## src/rtl/meas_scheduler.sv

```systemverilog
// rtl/meas_scheduler.sv - measurement round sequencer: clear, gate, settle, report, hold-off (optional SETTLE timeout: MEAS_SCHED_TIMEOUT_EN)
module meas_scheduler #(
    parameter int GATE_CYCLES    = 1_000_000,
    parameter int HOLDOFF_CYCLES = 10_000,
    parameter int TIMEOUT_CYCLES = 65_535,
    parameter int CNT_W          = 32
) (
    input  logic        clk,
    input  logic        rst_n,
    input  logic        enable,
    input  logic        single_shot,
    input  logic [1:0]  mode,
    output logic        meas_clear,
    output logic        gate,
    input  logic        meas_done,
    output logic        report_start,
    output logic [1:0]  report_mode,
    input  logic        report_busy,
    output logic        running,
    output logic [15:0] round_cnt,
    output logic        timeout_err
);

    typedef enum logic [2:0] {
        S_IDLE   = 3'd0,
        S_CLEAR  = 3'd1,
        S_GATE   = 3'd2,
        S_SETTLE = 3'd3,
        S_REQ    = 3'd4,
        S_WAIT   = 3'd5,
        S_HOLD   = 3'd6
    } state_t;

    // Counters run down to zero, so each phase loads its length minus one.
    localparam logic [CNT_W-1:0] CNT_ONE   = CNT_W'(1);
    localparam logic [CNT_W-1:0] GATE_LOAD = CNT_W'(GATE_CYCLES - 1);
    localparam logic [CNT_W-1:0] HOLD_LOAD = CNT_W'((HOLDOFF_CYCLES > 0) ? HOLDOFF_CYCLES - 1 : 0);

    // Reject illegal configurations at elaboration.
    if (GATE_CYCLES < 1 || HOLDOFF_CYCLES < 0 || TIMEOUT_CYCLES < 1) begin : g_bad_params
        $error("meas_scheduler: GATE_CYCLES and TIMEOUT_CYCLES must be >= 1, HOLDOFF_CYCLES >= 0");
    end

    state_t           state, state_nxt;
    logic [CNT_W-1:0] cnt, cnt_nxt;
    logic             armed, armed_nxt;       // REQ may drive report_start (reporter seen idle)
    logic             one_shot, one_shot_nxt; // round was started by single_shot alone
    logic [1:0]       mode_q, mode_nxt;
    logic [15:0]      round_q, round_nxt;
    logic             round_over;             // report finished or settle timed out
    logic             hold_done;              // hold-off finished, pick next round or idle

`ifdef MEAS_SCHED_TIMEOUT_EN
    localparam logic [CNT_W-1:0] TMO_LOAD = CNT_W'(TIMEOUT_CYCLES - 1);
    logic tmo_q, tmo_nxt;
`endif

    assign running     = (state != S_IDLE);
    assign report_mode = mode_q;
    assign round_cnt   = round_q;

    // Next-state, counter and output decode for the round sequence.
    always_comb begin
        state_nxt    = state;
        cnt_nxt      = cnt;
        armed_nxt    = armed;
        one_shot_nxt = one_shot;
        mode_nxt     = mode_q;
        round_nxt    = round_q;
        round_over   = 1'b0;
        hold_done    = 1'b0;
        meas_clear   = 1'b0;
        gate         = 1'b0;
        report_start = 1'b0;
`ifdef MEAS_SCHED_TIMEOUT_EN
        tmo_nxt      = tmo_q;
`endif
        case (state)
            S_IDLE: begin
                if (enable || single_shot) begin
                    state_nxt    = S_CLEAR;
                    mode_nxt     = mode;
                    one_shot_nxt = !enable;
                end
            end
            S_CLEAR: begin
                meas_clear = 1'b1;
                cnt_nxt    = GATE_LOAD;
                state_nxt  = S_GATE;
            end
            S_GATE: begin
                gate = 1'b1;
                if (cnt == '0) begin
                    state_nxt = S_SETTLE;
`ifdef MEAS_SCHED_TIMEOUT_EN
                    cnt_nxt   = TMO_LOAD;
`endif
                end else begin
                    cnt_nxt = cnt - CNT_ONE;
                end
            end
            S_SETTLE: begin
                if (meas_done) begin
                    state_nxt = S_REQ;
                    // A reporter still busy from elsewhere must go idle before we ask.
                    armed_nxt = !report_busy;
                end
`ifdef MEAS_SCHED_TIMEOUT_EN
                else if (cnt == '0) begin
                    tmo_nxt    = 1'b1;
                    round_over = 1'b1;
                end else begin
                    cnt_nxt = cnt - CNT_ONE;
                end
`endif
            end
            S_REQ: begin
                report_start = armed;
                if (armed) begin
                    if (report_busy) begin
                        state_nxt = S_WAIT;
                        armed_nxt = 1'b0;
                    end
                end else if (!report_busy) begin
                    armed_nxt = 1'b1;
                end
            end
            S_WAIT: begin
                if (!report_busy) begin
                    round_nxt  = round_q + 16'd1;
                    round_over = 1'b1;
                end
            end
            S_HOLD: begin
                if (cnt == '0) begin
                    hold_done = 1'b1;
                end else begin
                    cnt_nxt = cnt - CNT_ONE;
                end
            end
            default: begin
                state_nxt = S_IDLE;
            end
        endcase

        if (round_over) begin
            if (HOLDOFF_CYCLES > 0) begin
                state_nxt = S_HOLD;
                cnt_nxt   = HOLD_LOAD;
            end else begin
                hold_done = 1'b1;
            end
        end

        // Back-to-back rounds re-latch the requested mode; otherwise rest in IDLE.
        if (hold_done) begin
            if (enable && !one_shot) begin
                state_nxt = S_CLEAR;
                mode_nxt  = mode;
            end else begin
                state_nxt = S_IDLE;
            end
        end
    end

    // State, counter and latched round context.
    always_ff @(posedge clk or negedge rst_n) begin
        if (!rst_n) begin
            state    <= S_IDLE;
            cnt      <= '0;
            armed    <= 1'b0;
            one_shot <= 1'b0;
            mode_q   <= 2'b00;
            round_q  <= 16'd0;
        end else begin
            state    <= state_nxt;
            cnt      <= cnt_nxt;
            armed    <= armed_nxt;
            one_shot <= one_shot_nxt;
            mode_q   <= mode_nxt;
            round_q  <= round_nxt;
        end
    end

`ifdef MEAS_SCHED_TIMEOUT_EN
    // Sticky settle-timeout flag, cleared only by reset.
    always_ff @(posedge clk or negedge rst_n) begin
        if (!rst_n) begin
            tmo_q <= 1'b0;
        end else begin
            tmo_q <= tmo_nxt;
        end
    end

    assign timeout_err = tmo_q;
`else
    assign timeout_err = 1'b0;
`endif

endmodule

```

## config.mk

```make
export PLATFORM = sky130hd
export DESIGN_NAME = meas_scheduler
export DESIGN_NICKNAME = d
export VERILOG_FILES = /design/src/rtl/meas_scheduler.sv
export SDC_FILE = /design/constraint.sdc
export NUM_CORES = 1
export LEC_CHECK = 0
export ABC_AREA = 0
export ABC_CLOCK_PERIOD_IN_PS = 3300
export CAP_MARGIN = 25
export CORE_UTILIZATION = 57
export DETAILED_ROUTE_END_ITERATION = 6
export MAX_ROUTING_LAYER = met4
export PLACE_DENSITY = 0.8
export SLEW_MARGIN = 0
export SYNTH_ARGS = -nofsm -noshare
export SYNTH_HDL_FRONTEND = slang
export SYNTH_SLANG_ARGS = --single-unit
```

## constraint.sdc

```tcl
create_clock -name clk -period 3.3 [get_ports clk]
set_clock_uncertainty 0.1 [all_clocks]
set_input_delay 0.66 -clock clk [delete_from_list [all_inputs] [get_ports clk]]
set_output_delay 0.66 -clock clk [all_outputs]
set_load 0.01 [all_outputs]
```

==> impl_metrics.json, run 1 <==
{
  "tritoncts": "yes",
  "hold_ws_ps": 181.9,
  "cts_buffer_depth": 2,
  "worst_path_largest_cell_delay_ps": 730,
  "path_class": "flop to flop",
  "yosysSeqAreaShare_pct": 46.37,
  "syn_area_um2": 2968,
  "diodes": 0,
  "relSlewSlack_pct": 45.36,
  "outcome": "completed",
  "area_growth_pct": 16.32,
  "endpoint": "cnt[30]",
  "core-area_um2": 4880,
  "peakVddDrop_uv": 548.2,
  "min_period_ps": 3065,
  "critical_path_arrival_ps": 3210,
  "synthArstFlopShare_pct": 100.0,
  "synth_common_cells": "55 x dfrtp_1, 28 x nand2_1, 24 x nor2_1, 16 x a21oi_1, 15 x o21ai_0",
  "final_hold_viol_count": 0,
  "cts-root-buf": "clkbuf_8",
  "r2r_start": "cnt[0]",
  "cap_violations": 0,
  "synth_area_leader_cell": "dfrtp_1",
  "crit_start": "cnt[0]",
  "final_nets": 360,
  "numCtsBuffers": 5,
  "setup_tns_ps": 0,
  "cp_slowest_cell": "nor4_1",
  "gp_congestion": 0.8913,
  "grt_pass1_vias": 2520,
  "grtUsageTotal_pct": 28.43,
  "setup_viol": 0,
  "grt_max_degree": 25,
  "r2r-end": "cnt[30]",
  "synth-edff-count": 0,
  "yosysTopAreaCellShare_pct": 46.37,
  "synth-main-ff-cell": "dfrtp_1",
  "start_util_pct": 60.82,
  "dp_hpwl_um": 4914,
  "cts_setup_buffers": 0,
  "drv_slew": 0,
  "avgRoutedWirePerCell_um": 16.33,
  "antenna_left": 0,
  "hold_path_class": "primary input to asynchronous set/reset pin",
  "path_cells": "inv_1 > ha_1 > or4b_1 > nor4_1 > o211ai_1 > or3_1 > a21oi_1",
  "cts.sinks": 55,
  "drt_pass1_iterations": 4,
  "antenna_found_initial": 0,
  "vias_per_cell": 6.297,
  "grt_pass1_wl_um": 11620,
  "wl_um": 6828,
  "io-pin-count": 31,
  "reg2regPathDepth": 7,
  "synth-seq-cells": 55,
  "drc_errors": 0,
  "p_leak_uw": 0.001388,
  "ys_types": 54,
  "startpoint_type": "flop",
  "total_power_uw": 2193,
  "crit_fanout": 8,
  "num_vias": 2632,
  "holdBufCountCts": 0,
  "cts_resized": 0,
  "avgSynthCellArea_um2": 9.333,
  "cts_max_level": 2,
  "reg2reg_slack_ps": 230,
  "rows": 25,
  "port_buffers": 29,
  "syn_inst": 318,
  "yosysMostFrequentCell": "dfrtp_1",
  "clk-insertion-delay-late_ps": 310,
  "dieHeight_um": 74.16,
  "crit_path_end_kind": "flop",
  "die_x_um": 74.16,
  "final_core_util_pct": 70.74,
  "drive_gt1_share_pct": 9.972,
  "grt_setup_unrepaired": "no",
  "postSynthNetCount": 328,
  "worstMarginPinSlew_ps": 812.1,
  "required_ps": 3450,
  "p_per_area_nw_per_um2": 635.3,
  "synth_area_leaders": "dfrtp_1 46%, nand2_1 3.5%, xnor2_1 3.5%",
  "dieArea_um2": 5499,
  "synth_warnings": 0,
  "gr-total-overflow": 0,
  "timing.fmax_ghz": 0.3262,
  "clk_pin_slew_ps": 100,
  "drtIter0Drc": 161,
  "fin_crit_sh_pct": 92.89
}
==> sequential cells by signal, indices dropped and copies added (netlist names) <==
name / flops
state: 3
round_cnt: 16
one_shot: 1
armed: 1
cnt: 32
report_mode: 2
==> per-layer routing <==
| layer | track usage (%) | vias to the layer above | share of wire (%) |
|---|---|---|---|
| met5 | - | - | 0 |
| met4 | 11.54 | 0 | 1.4 |
| met3 | 5.691 | 10 | 6.2 |
| met2 | 42.12 | 97 | 47 |
| met1 | 38.22 | 1275 | 45 |
| li1 | - | 1250 | - |
==> how the worst min path moves through the flow <==
stage,start,to,slack [ps],cells past startpoint
finish,rst_n,cnt[26],180,1
global route,rst_n,cnt[0],210,1
CTS,rst_n,cnt[0],200,1
detailed placement,round_cnt[15],round_cnt[15],370,1
global placement,round_cnt[15],round_cnt[15],370,1
floorplan,rst_n,armed,260,0
==> cell usage in the layout, fill, tap and decap left out, types with 3 or more instances in the layout <==
cell,instances
o31ai_1,5
nand4_1,5
buf_4,13
a31oi_1,10
inv_1,8
nor3_1,12
nand2b_1,3
dfrtp_1,55
clkbuf_8,5
o21ai_0,15
nand2_1,28
o211ai_1,7
xor2_1,4
nand3_1,12
or4_1,6
mux2i_1,4
xnor2_1,12
o2bb2ai_1,3
o41ai_1,3
or2_2,4
clkdlybuf4s50_1,28
o22ai_1,5
or3_1,10
nor4_1,11
nor2_1,24
a21oi_1,16
==> logic make-up (layout without fill, tap and decap cells) <==
kind of cell,after synthesis,in the layout,synth area share [%]
and+or+nand+nor,134,134,24.66
AOI/OAI and AO/OA,79,79,17.66
DFF,55,55,46.37
buffers and inverters,25,58,3.499
xor gates and xnor gates,16,16,4.722
muxes,6,6,2.108
adders and majority gates,2,2,0.8430
other,1,1,0.1264
==> critical path: cells and delay by family (launching register included) <==
family,cells,cell delay (ps)
buffers and inverters,1,70
adder cells (fa/ha/maj),1,190
AND/OR/NAND/NOR,3,1710
AO/OA/AOI/OAI,2,510
flip-flops,1,410
==> through the flow <==
| step | instances | instance area, um2 | setup WS (ps) |
|---|---|---|---|
| final | 418 | 3452 | 234.6 |
| after global routing | 418 | 3452 | 65.56 |
| after CTS | 418 | 3452 | 248.1 |
| after detailed placement | 410 | 3367 | 250.6 |
| after global placement | 410 | 3367 | 377.5 |
| after floorplan | 318 | 2968 | 561.7 |
==> layout make-up <==
class / count / area [um2]
Tap cell: 67 / 83.83
Clock inverter: 2 / 12.51
Timing Repair Buffer: 42 / 382.9
Sequential cell: 55 / 1376
Inverter: 8 / 30.03
Multi-Input combinational cell: 238 / 1494
Fill cell: 388 / 1428
Clock buffer: 6 / 72.57
==> power by group <==
| part | internal [uW] | switching [uW] |
|---|---|---|
| Combinational | 375 | 486 |
| Clock | 149 | 217 |
| Sequential | 792 | 175 |
No activity file was read; power rests on OpenSTA's default activity.
==> run 2: changes to the inputs <==
- CAP_MARGIN: 25 -> not set
==> results of run 2 <==
Final layout, timing and power as in run 1 (identical DEF).
==> run 3: changes to the inputs <==
- SLEW_MARGIN: 0 -> 30
==> results of run 3 <==
Final layout, timing and power as in run 1 (identical DEF).
==> edit: new RTL, config.mk and constraints of run 2 <==
`CNT_W`: 32 -> 64.
--- a/src/rtl/meas_scheduler.sv
+++ b/src/rtl/meas_scheduler.sv
@@ -3,7 +3,7 @@
     parameter int GATE_CYCLES    = 1_000_000,
     parameter int HOLDOFF_CYCLES = 10_000,
     parameter int TIMEOUT_CYCLES = 65_535,
-    parameter int CNT_W          = 32
+    parameter int CNT_W          = 64
 ) (
     input  logic        clk,
     input  logic        rst_n,
Behaviour: no difference found for any inputs over 10 cycles, from zero or initial values and one cycle with rst_n low; that may be too few to reach the edited logic, so the function may still have changed.
==> edit against run 2 <==
- synthesized area is 59% higher
- die area is 57% higher
- total power is 38% higher
- largest cell class unchanged
- synthesized cell count is 53% higher
- setup slack better by 0.056 ns
- sequential cell count is 32 higher
- critical path type unchanged
- cell area is 54% higher
- wire length is 56% higher
==> edit: results (changes against run 2) <==
Outcome
  • Run status: complete, no violations

Pwr
  • Max VDD drop: 0.694 mV (+27%)
  • Power Internal: 1870 µW (+42%)
  • Pleak: 0.00228 µW (+64%)

Global routing
  • Global-route wire length before repair: 18500 µm (+59%)
  • Pin count of the biggest net entering global routing: 88 (+250%)
  • Vias in the first global route: 3933 (+56%)
  • Aggregate global-route resource usage: 27.9% (-0.55 points)

Route
  • Routed length per instance: 17.0 µm (+4.1%)
  • Vias per inst: 6.51 (+3.3%)
  • Initial DRC count: 254 (+58%)
  • Vias: 4079 (+55%)
  • Drt first pass iters: 6 (+2)

Worst setup path
  • Capture point of the worst reg-to-reg path: cnt[47]
  • Max stage delay on crit path: 0.63 ns (-0.10 ns)
  • R2R setup slack: 0.29 ns (+0.06 ns)
  • Worst setup path start: cnt[27]
  • Crit path max fanout: 13 (+5)
  • Slowest cell on crit path: or4_4

Clock network
  • Clk buf depth: 2 (unchanged)
  • Post-CTS Setup Inserts: 0 (unchanged)
  • H-Tree Depth: 3 (+1)
  • Clk_lat worst skew: 0.37 ns (+0.06 ns)
  • Root Driver: clkbuf_8
  • CTS Buf Count: 9 (+4)

Logic synthesis
  • Synth unique cells: 65 (+20%)
  • Synth top cells by count: dfrtp_1, nand2_1, nor2_1
  • Synth area leaders: dfrtp_1, nand2_1, mux2i_1, or3_1, nor2_1
  • Synth Instances: 487 (+53%)
  • Post-Synthesis Net Count: 497 (+52%)
  • Sequential area share after synthesis: 46.1% (-0.28 points)

Final layout
  • Total Nets Final: 530 (+47%)
  • Layout cell share with drive strength beyond 1: 10.3% (+0.31 points)
  • Max FFs per register: 64 (+100%)
  • Fillers: 617 (+59%)

Timing
  • WHS: 0.380 ns (+0.198 ns)
  • Slew @ Worst Pin: 1.09 ns (+0.282 ns)

Placed design
  • Post-placement cell count: 611 (+49%)
  • HPWL after DPL: 7310 µm (+49%)
  • Routability Congestion: 0.872 (-2.2%)
  • Post-Place Setup Slack: 0.312 ns (+0.0611 ns)
==> edit: changes by cell type in the layout (fill, tap and decap cells not counted), moves of 11 or more <==
| cell | run 2 | this run |
|---|---|---|
| or3_1 | 10 | 25 |
| dfrtp_1 | 55 | 87 |
| nor2_1 | 24 | 35 |
| nor3_1 | 12 | 23 |
| mux2i_1 | 4 | 16 |
| nand2_1 | 28 | 44 |
| o31ai_1 | 5 | 16 |
==> edit: worst max-delay path by stage <==
stage,to,slack [ns],cells after the start
3_5_place_dp,cnt[49],0.31,6
2_1_floorplan,report_mode[0],0.30,8
5_1_grt,cnt[2],0.12,7
4_1_cts,cnt[47],0.30,6
6_report,cnt[47],0.29,6
3_3_place_gp,report_mode[0],0.37,6
==> edit: stage by stage <==
step / area [µm²] / power [µW]
3_3_place_gp: 5130 / 2320
4_1_cts: 5300 / 3020
5_1_grt: 5300 / 3200
2_1_floorplan: 4720 / 1990
3_5_place_dp: 5130 / 2340
6_report: 5300 / 3020
==> edit: layer usage <==
layer	GRT usage [%]	routed length, µm	up-vias
li1	-	-	1913
met1	36.3	4720	2008
met2	43.8	5160	129
met3	4.47	521	29
met4	11.5	261	0
met5	-	0	-
==> edit: cell families (layout without fill, tap and decap cells) <==
logic type      count (synthesis)  count (layout)  share of synthesized area, %
simple gates                  209             209                          23.6
compound gates                120             120                          18.7
flops                          87              87                          46.1
buf+inv                        30              68                          3.39
xor+xnor                       19              19                          3.52
mux                            19              19                          4.11
fa+ha+maj                       2               2                         0.530
other cells                     1               1                        0.0794
==> edit: power by group through the flow <==
stage / logic, µW / registers (µW) / clock network [µW]
after floorplan: 655 / 1340 / 0
after global placement: 917 / 1400 / 0
after detailed placement: 932 / 1410 / 0
after CTS: 937 / 1390 / 698
after global routing: 1040 / 1420 / 742
final: 945 / 1390 / 688
==> edit: layout make-up <==
type	count	share of cell area, %
sequential	87	41.0
clock inverter	6	0.849
multi-input combinational	370	45.1
inverter	7	0.495
tap	102	2.41
clock buffer	10	2.41
timing repair buffer	45	7.69
